===== config.mk =====
export PLATFORM = sky130hd
export DESIGN_NAME = madd_err_monitor
export DESIGN_NICKNAME = d
export VERILOG_FILES = /design/src/rtl/madd_err_monitor.sv
export SDC_FILE = /design/constraint.sdc
export NUM_CORES = 1
export LEC_CHECK = 0
export CORE_ASPECT_RATIO = 0.75
export CORE_MARGIN = 2
export CORE_UTILIZATION = 35
export CTS_CLUSTER_DIAMETER = 80
export DETAILED_ROUTE_END_ITERATION = 10
export PLACE_DENSITY = 0.68
export SETUP_SLACK_MARGIN = 0.02
export SYNTH_ARGS = -nofsm -noshare
export SYNTH_HDL_FRONTEND = slang
export SYNTH_SLANG_ARGS = --single-unit

===== constraint.sdc =====
create_clock -name clk -period 3.94 [get_ports clk]
set_clock_uncertainty 0.15 [all_clocks]
set_input_delay 1.182 -clock clk [delete_from_list [all_inputs] [get_ports clk]]
set_output_delay 1.182 -clock clk [all_outputs]
set_load 0.01 [all_outputs]

===== src/rtl/madd_err_monitor.sv =====
// madd_err_monitor: checks an approximate 6-in/4-out multiply-add against exact a*b+c
// and accumulates error statistics over a window of NUM_SAMPLES accepted samples.
// Ports: clk, rst_n (async low); start pulse opens a window from IDLE/DONE;
//   in_valid/in_ready handshake carries in_vec {c,b,a} and approx;
//   busy (RUN/DRAIN), done (DONE), pass (no violations, valid in DONE);
//   sample_cnt, viol_cnt, max_err, err_sum: saturating window statistics.
module madd_err_monitor #(
   parameter int ET          = 2,
   parameter int NUM_SAMPLES = 64,
   parameter int CNT_W       = 16,
   parameter int SUM_W       = 20
) (
   input  logic             clk,
   input  logic             rst_n,
   input  logic             start,
   input  logic             in_valid,
   output logic             in_ready,
   input  logic [5:0]       in_vec,
   input  logic [3:0]       approx,
   output logic             busy,
   output logic             done,
   output logic             pass,
   output logic [CNT_W-1:0] sample_cnt,
   output logic [CNT_W-1:0] viol_cnt,
   output logic [3:0]       max_err,
   output logic [SUM_W-1:0] err_sum
);

   localparam int ACC_W = $clog2(NUM_SAMPLES + 1);

   typedef enum logic [1:0] {
      IDLE,
      RUN,
      DRAIN,
      DONE
   } state_t;

   state_t           state;
   logic [ACC_W-1:0] accepted;
   logic             s1_v;
   logic [3:0]       s1_approx;
   logic [3:0]       s1_exact;

   logic             fire;
   logic             last;
   logic [3:0]       exact_c;
   logic [3:0]       err_c;
   logic [SUM_W:0]   sum_ext;

   assign in_ready = (state == RUN) &&
                     (accepted < ACC_W'(NUM_SAMPLES));
   assign fire     = in_valid && in_ready;
   assign last     = (accepted == ACC_W'(NUM_SAMPLES - 1));
   assign busy     = (state == RUN) || (state == DRAIN);
   assign done     = (state == DONE);

   assign exact_c = 4'(in_vec[1:0]) * 4'(in_vec[3:2])
                  + 4'(in_vec[5:4]);

   assign err_c = (s1_approx >= s1_exact) ?
                  (s1_approx - s1_exact) :
                  (s1_exact - s1_approx);

   // One extra bit so a carry out flags saturation.
   assign sum_ext = {1'b0, err_sum}
                  + {{(SUM_W - 3){1'b0}}, err_c};

   always_ff @(posedge clk or negedge rst_n) begin
      if (!rst_n) begin
         state      <= IDLE;
         accepted   <= '0;
         s1_v       <= 1'b0;
         s1_approx  <= '0;
         s1_exact   <= '0;
         pass       <= 1'b0;
         sample_cnt <= '0;
         viol_cnt   <= '0;
         max_err    <= '0;
         err_sum    <= '0;
      end else begin
         s1_v <= fire;
         if (fire) begin
            s1_approx <= approx;
            s1_exact  <= exact_c;
         end

         if (s1_v) begin
            if (sample_cnt != '1)
               sample_cnt <= sample_cnt + 1'b1;
            if ((32'(err_c) > ET) && (viol_cnt != '1))
               viol_cnt <= viol_cnt + 1'b1;
            if (err_c > max_err)
               max_err <= err_c;
            err_sum <= sum_ext[SUM_W] ? '1 : sum_ext[SUM_W-1:0];
         end

         unique case (state)
            IDLE, DONE: begin
               if (start) begin
                  state      <= RUN;
                  accepted   <= '0;
                  pass       <= 1'b0;
                  sample_cnt <= '0;
                  viol_cnt   <= '0;
                  max_err    <= '0;
                  err_sum    <= '0;
               end
            end
            RUN: begin
               if (fire) begin
                  accepted <= accepted + 1'b1;
                  if (last)
                     state <= DRAIN;
               end
            end
            DRAIN: begin
               // Last sample sits in S1 for one cycle, then retires.
               if (!s1_v) begin
                  state <= DONE;
                  pass  <= (viol_cnt == '0);
               end
            end
         endcase
      end
   end

endmodule


; After elaboration in Yosys (flattened, before gate mapping)
; Index checks and enable logic that the tools add are counted.
[word_totals]
ff_bits = 75
out_inout_bits = 60
input_bits = 14
word_cells = 72
[classes]
n_mul = 1
n_lt_le_gt_ge = 4
n_addsub = 7
mux = 28
reduce_logical = 12
eq_ne = 10
[op_table]
columns = operator, count
row1 = $mux 16, 8
row2 = $mux 20, 4
row3 = $add 16x1->16 const B, 2
row4 = $ne 16x16->1 const B, 2
row5 = $add 20x4->21, 1
row6 = $mux 4, 5
row7 = $logic_not 16->1, 1
row8 = $mux 7, 2
row9 = $pmux 7 s2, 1
row10 = $mux 2, 4
row11 = $ne 2x2->1 const B, 4
row12 = $sub 4x4->4, 2
row13 = $add 7x1->7 const B, 1
row14 = $eq 7x6->1 const B, 1
row15 = $lt 7x7->1 const B, 1
row16 = $pmux 2 s3, 1
row17 = $reduce_and 3->1, 2
row18 = $add 4x2->4, 1
row19 = $eq 2x2->1 const B, 2
row20 = $ge 4x4->1, 1
row21 = $gt 4x2->1 const B, 1
row22 = $gt 4x4->1, 1
row23 = $mul 2x2->4, 1
row24 = $reduce_and 4->1, 1
row25 = 8 further kinds, 12

; Longest topological paths before layout
; Gate-level depths: netlist of run 1.
[logic_depth]
depth_word = 8
ltp_mapped = 17
mapped_depth_nobuf = 17

; Least setup slack after synthesis of run 1
; Ideal clock, no wire load.
[synth_path]
kind = reg-to-reg
start = register s1_approx[0]
end = register err_sum[17]
arrival_time_ns = 3.388
synth_period_minus_slack_ns = 3.632
t_required_ns = 3.696
path_buffers = 0
slack_ns = 0.308
setup_ns = 0.094
path_stages_with_launch = 17
cell_sequence = dfrtp_1 > inv_1 > ha_1 > inv_1 > fa_1 > a21o_1 > a21oi_1 > a21o_1 > o22a_1 > inv_1 > ha_1 > nand2_1 > o21ai_0 > nor2b_1 > nand3_1 > and3_1 > a211oi_1
[synth_via]
elab_chain_cells = 7
word_cells_on_any_way = 9
cone_classes = add/sub: 3 / order compare: 1 / mux: 5
[synth_rtl]
columns = item, line_no
row1 = from (decl), 41  ; logic [3:0] s1_approx;
row2 = from (signal assigned), 83  ; s1_approx <= approx;
row3 = $sub 4x4->4 (tied with other cells), 62  ; (s1_exact - s1_approx);
row4 = $mux 4 *, 60  ; assign err_c = (s1_approx >= s1_exact) ?
row5 = $add 20x4->21 *, 66  ; + {{(SUM_W - 3){1'b0}}, err_c};
row6 = $mux 20 *, 94  ; err_sum <= sum_ext[SUM_W] ? '1 : sum_ext[SUM_W-1:0];
row7 = $mux 20 *, 87  ; if (s1_v) begin
row8 = $mux 20, 99  ; if (start) begin
row9 = $mux 20 *, 97  ; unique case (state)
row10 = to (signal assigned), 94
row11 = to (decl), 26  ; output logic [SUM_W-1:0] err_sum
; Every way passes the cells marked *; elsewhere a longest branch is shown, timed or not.
; A chain may end at the register's enable or synchronous reset.

; Final worst setup path of run 1
; Same ends and word-level chain as after synthesis.

==> results.cfg, run 1 <==
[logic_synthesis]
synthMuxAreaShare_pct = 2.324
syn_nets = 514
yosys.area_share.adder_pct = 9.753
synthesis.instances = 469
netlist_area_um2 = 4362
synthXorXnorAreaFrac_pct = 6.024
synth_seq_cells = 75
synth_enable_flop_cells = 0
synth_compound_area_share_pct = 13.45
seq_area_frac_synth_pct = 43.03
yosys.area_share.simple_pct = 21.34
synthArstFlopShare_pct = 100.0
synth_top_family_by_area = simple AND/OR/NAND/NOR gates
syn_area_per_cell_um2 = 9.300
yosys_warnings = 0
synth_cell_types = 50
ys.flop_type = dfrtp_1

[final_layout]
finalNetCount = 595
fillerInstances = 1152
final_cells = 721
diodes = 0
final_layout_size_suffix_gt1_share_pct = 6.486
syn_to_final_growth_pct = 29.29

[worst_hold_path]
worstHoldPathType = flop to flop

[power_and_ir_drop]
ir_worst_vdd_v = 0.0003356
powerDensity_nw_per_um2 = 685.1
p_total_uw = 3863
p_leak_uw = 0.002518

[clocking]
clock_path_buffers = 2
clk_root_buffer_cell = clkbuf_16
post_cts_buffers = 0
clkTransAtPathRegs_ns = 0.06
cts_tree = yes
clock_latency_ns = 0.34
clock_sinks = 75
cts_htree_levels = 3
cts_made_buffers = 9

[place]
io_buffers = 73
pre_cts_slack_ns = 0.1888
hpwl_um = 7743
place_congestion = 0.8346
dpl.cell_count = 705

[timing]
setup_slack_ns = 0.2453
period_minus_slack_ns = 3.695
drv_slew = 0
slew_headroom_pct = 50.70
max_freq_ghz = 0.2707
post-route-period-util_pct = 93.77
rsz0062_at_grt = no
whs_ns = 0.3421
hold_viol = 0
worst_pin_slew_ns = 0.7394
setup_viol = 0
tns_ns = 0

[routing]
drt-total-wl_um = 10720
vias_per_cell = 5.164
routedWlPerCell_um = 14.87
ant_nets = 0
drc = 0
drtIter0Drc = 204
vias = 3723
dr.pass1.iters = 4

[die]
start_util_pct = 35.70
ioPinCount = 74
rows = 35
fp.coreArea_um2 = 12220
fp.dieH_um = 100.7
die_w_um = 132.9
die_area_um2 = 13380

[critical_path]
worstSetupEndpointType = flop
endpoint = err_sum[17]
cp-start-kind = flop
crit_required_ns = 4.04
r2r_cells = 15
rr_startpoint = s1_approx[0]
rrSetupSlack_ns = 0.25
timing.rr.end = err_sum[17]
crit_start = s1_approx[0]
cp_max_fo = 4
worstPathArrival_ns = 3.80
criticalPathCategory = flop to flop

[global_routing]
grt_pass1_vias = 3800
grt_max_degree = 45
antenna_found_initial = 0
grt_first_pass_wirelength_um = 18280
grt_usage_pct = 17.02
grt_overflow = 0

[job]
cap_violations = 0

[status]
outcome = complete, no violations
==> sequential cells by signal, indices dropped and copies added (netlist names) <==
register / flops
viol_cnt: 16
pass: 1
max_err: 4
err_sum: 20
sample_cnt: 16
state: 2
s1_v: 1
s1_exact: 4
s1_approx: 4
accepted: 7
==> worst max-delay path, cell delays in order, from the launching register on <==
cell	delay [ns]
dfrtp_1	0.39
inv_1	0.07
ha_1	0.16
inv_1	0.06
fa_1	0.37
a21o_1	0.20
a211o_1	0.30
mux2_2	0.28
inv_1	0.08
fa_1	0.44
o21ai_2	0.18
buf_4	0.14
nor2b_1	0.22
nand3_2	0.13
and3_1	0.19
a211oi_1	0.22
==> how the worst min path moves through the flow <==
stage / startpoint / depth (start not counted) / to
6_report: s1_approx[3] / 2 / s1_approx[3]
5_1_grt: s1_approx[3] / 2 / s1_approx[3]
4_1_cts: s1_approx[3] / 2 / s1_approx[3]
3_5_place_dp: s1_approx[3] / 2 / s1_approx[3]
3_3_place_gp: s1_exact[3] / 2 / s1_exact[3]
2_1_floorplan: s1_exact[3] / 2 / s1_exact[3]
==> synthesized netlist by cell type, drive strengths merged (6+ instances only) <==
cell type / n / area share (%)
nand4: 18 / 2.6
mux2i: 9 / 2.1
o21ai: 24 / 2.8
ha: 26 / 7.5
nor3: 7 / 0.80
clkbuf: 9 / 0.77
nand2: 44 / 3.8
nand3: 22 / 2.5
xor2: 20 / 4.0
nor2: 41 / 3.5
xnor2: 10 / 2.0
and3: 14 / 2.0
dfrtp: 75 / 43
a21oi: 38 / 4.4
nor2b: 6 / 0.86
inv: 33 / 2.8
==> layout make-up <==
cell class                 instances  area (um^2)  area share, %
timing repair buffer              82        805.8          14.29
sequential                        75         1877          33.28
clock inverter                     7        75.07          1.331
inverter                          33        123.9          2.197
clock buffer                       9        225.2          3.994
tap                              166        207.7          3.683
multi-input combinational        349         2325          41.22
==> report_power, final <==
part	total [uW]	leakage, uW	switching, uW	internal (uW)
registers	1010	0.00102	119	889
clock network	844	0.000150	350	495
logic	2010	0.00135	1160	850
==> metal layers <==
layer / global-route usage (%) / vias up / part of all wire [%]
li1: - / 1808 / -
met1: 22.46 / 1814 / 48
met2: 27.02 / 88 / 45
met3: 5.631 / 13 / 5.6
met4: 4.632 / 0 / 1.0
met5: 0 / - / 0
==> cells by family (layout without fill, tap and decap cells) <==
kind of cell,Yosys count,count (layout)
simple gates,184,184
compound gates,94,94
flops,75,75
buf+inv,45,131
fa+ha+maj,31,31
xor+xnor,30,30
mux,10,10
==> what timing repair did <==
action | 4_1_cts | 5_1_grt
hold buffers | 0 | 0
gates resized for setup | 0 | 6
endpoints found under the setup margin | 0 | 15
==> layout by cell type, fill, tap and decap left out, types with 3 or more instances in the layout <==
| cell type | synthesis | routed |
|---|---|---|
| inv_1 | 33 | 33 |
| mux2i_1 | 9 | 9 |
| nor2b_1 | 6 | 6 |
| nand4_1 | 18 | 18 |
| dfrtp_1 | 75 | 75 |
| nor4_1 | 3 | 3 |
| and4_1 | 5 | 5 |
| clkbuf_16 | 0 | 9 |
| a21o_1 | 5 | 5 |
| nor3_1 | 7 | 7 |
| or3_1 | 5 | 5 |
| nand2b_1 | 5 | 5 |
| xnor2_1 | 10 | 10 |
| a21oi_1 | 37 | 36 |
| buf_4 | 0 | 8 |
| xor2_1 | 20 | 20 |
| o31ai_1 | 3 | 3 |
| or4_1 | 3 | 3 |
| nand3_1 | 22 | 21 |
| ha_1 | 26 | 26 |
| and3_1 | 14 | 14 |
| fa_1 | 5 | 5 |
| clkdlybuf4s50_1 | 0 | 72 |
| and2_1 | 5 | 5 |
| o21ai_0 | 24 | 23 |
| a31oi_1 | 4 | 4 |
| nor2_1 | 41 | 39 |
| a211oi_1 | 3 | 3 |
| nand2_1 | 44 | 44 |
==> per-stage QoR <==
step	area [um^2]	util (%)
detailed placement	5321	43.55
finish	5639	46.15
floorplan	4362	-
CTS	5622	46.01
global placement	5321	43.55
global route	5639	46.15
(Power assumes the default switching activity.)
==> inputs of run 2 (changes only) <==
- CELL_PAD_IN_SITES_DETAIL_PLACEMENT: default -> 1
- CELL_PAD_IN_SITES_GLOBAL_PLACEMENT: default -> 2
- CORE_UTILIZATION: 35 -> 33
- PLACE_DENSITY: 0.68 -> 0.91
- SLEW_MARGIN: default -> 15
==> results.cfg, run 2 (synthesis gave the netlist of run 1 again) <==
[clocking]
post_cts_buffers = 0
clock_sinks = 75
cts_htree_levels = 3
cts_hold_buffers = 0
cts_tree = yes
clk_root_buffer_cell = clkbuf_16
clkTransAtPathRegs_ns = 0.06
clock_latency_ns = 0.34
clock_path_buffers = 2
cts_made_buffers = 9

[power_and_ir_drop]
clock_power_share_pct = 23.3
p_total_uw = 4139
powerDensity_nw_per_um2 = 725.7
ir_worst_vdd_v = 0.0002720
p_leak_uw = 0.002547
pwr-share-comb_pct = 52.1
p_sw_uw = 1705
p_int_uw = 2434
seqPwrFrac_pct = 24.5
p_sw_share_pct = 41.19

[place]
place_congestion = 0.8213
pre_cts_slack_ns = 0.1263
io_buffers = 73
dpl.cell_count = 712
hpwl_um = 9048

[critical_path]
cp_num_buf_inv = 3
criticalPathCategory = flop to flop
crit_path_max_incr_delay_ns = 0.44
timing.rr.end = err_sum[12]
crit_start = s1_approx[0]
rr_startpoint = s1_approx[0]
crit_required_ns = 4.05
worstPathArrival_ns = 3.85
cp.depth = 15
endpoint = err_sum[12]
r2r_cells = 15
cp_max_fo = 5
worstPathCellList = inv_1, ha_1, inv_1, fa_1, a21o_1, a211o_1, mux2_2, inv_1, fa_1, o21ai_2, nand3_1, nor2_2, nand3_1, xor2_1, a21oi_1
rrSetupSlack_ns = 0.20
cp-start-kind = flop
path_delay_family = adder cells
cp_common_cell = inv_1
crit_path_top_delay_cell = fa_1
worstSetupEndpointType = flop

[final_layout]
final_cells = 728
final_common_cell = dfrtp_1
finalNetCount = 597
diodes = 0
final_layout_size_suffix_gt1_share_pct = 7.002
final_core_util_pct = 44.13
top_register = err_sum
largest_registers = err_sum x20, sample_cnt x16, viol_cnt x16
largest_reg_flops = 20
syn_to_final_growth_pct = 30.78
final_cell_mix = dfrtp_1, clkdlybuf4s50_1, nand2_1

[routing]
dr.pass1.iters = 4
vias_per_cell = 5.253
ant_nets = 0
routedWlPerCell_um = 17.07
drc = 0
drt-total-wl_um = 12430
vias = 3824
drtIter0Drc = 189

[die]
fp.dieH_um = 103.6
ioPinCount = 74
die_w_um = 136.8
fp.coreArea_um2 = 12930
start_util_pct = 33.74
die_area_um2 = 14160
rows = 36

[global_routing]
grt.busiest_layer = met2
grt_first_pass_wirelength_um = 21130
grt_overflow = 0
grt_pass1_vias = 4148
grtUsageMet3_pct = 3.133
grt_usage_pct = 18.50
grt_max_degree = 47
grtUsageMet1_pct = 25.93
antenna_found_initial = 0
grtUsageMet2_pct = 29.68

[timing]
setup_viol = 0
rsz0062_at_grt = yes
post-route-period-util_pct = 94.83
worst_pin_slew_ns = 0.7333
slew_headroom_pct = 51.11
period_minus_slack_ns = 3.736
setup_slack_ns = 0.2036
hold_viol = 0
whs_ns = 0.3494
drv_slew = 0
max_freq_ghz = 0.2676

[status]
outcome = complete, no violations

[worst_hold_path]
worstHoldPathType = flop to flop

[job]
cap_violations = 0
[run 2: how the worst min path moves through the flow]
stage,startpoint,end,slack [ns],cells after the start
finish,s1_exact[3],s1_exact[3],0.35,2
global route,s1_exact[3],s1_exact[3],0.40,2
CTS,s1_exact[3],s1_exact[3],0.35,2
detailed placement,s1_exact[3],s1_exact[3],0.34,2
global placement,s1_exact[3],s1_exact[3],0.33,2
floorplan,s1_exact[3],s1_exact[3],0.30,2
[run 2: timing repair]
item                       CTS  global route
hold endpoints to repair     0             0
resized for setup            0             8
setup endpoints to repair    0            20
[run 2: through the flow]
step / TNS (ns) / cell area, um^2
6_report: 0 / 5704
5_1_grt: -0.005841 / 5704
4_1_cts: 0 / 5685
3_5_place_dp: 0 / 5343
3_3_place_gp: 0 / 5343
2_1_floorplan: 0 / 4362
[run 2: tightest hold or removal path: stages, from the launching register on]
cell and delay [ns]:
dfrtp_1 0.35, nand2_1 0.05, o21ai_0 0.06
[run 2: area by class of cell]
class	count	area [um^2]
Timing Repair Buffer	84	820.8
Clock buffer	11	242.7
Fill cell	1459	7223
Tap cell	171	214.0
Sequential cell	75	1877
Inverter	33	123.9
Clock inverter	5	100.1
Multi-Input combinational cell	349	2326
[run 2: per-layer routing]
| layer | up-vias | part of all wire [%] |
|---|---|---|
| met4 | 0 | 1.1 |
| li1 | 1815 | - |
| met3 | 13 | 3.8 |
| met2 | 73 | 48 |
| met5 | - | 0 |
| met1 | 1923 | 48 |
[run 2: power by group through the flow]
| stage | clock network (uW) | registers (uW) | logic [uW] |
|---|---|---|---|
| 2_1_floorplan | 0 | 1010 | 1370 |
| 3_3_place_gp | 0 | 1020 | 1980 |
| 3_5_place_dp | 0 | 1030 | 2090 |
| 4_1_cts | 979 | 1020 | 2120 |
| 5_1_grt | 1010 | 1040 | 2430 |
| 6_report | 965 | 1020 | 2160 |
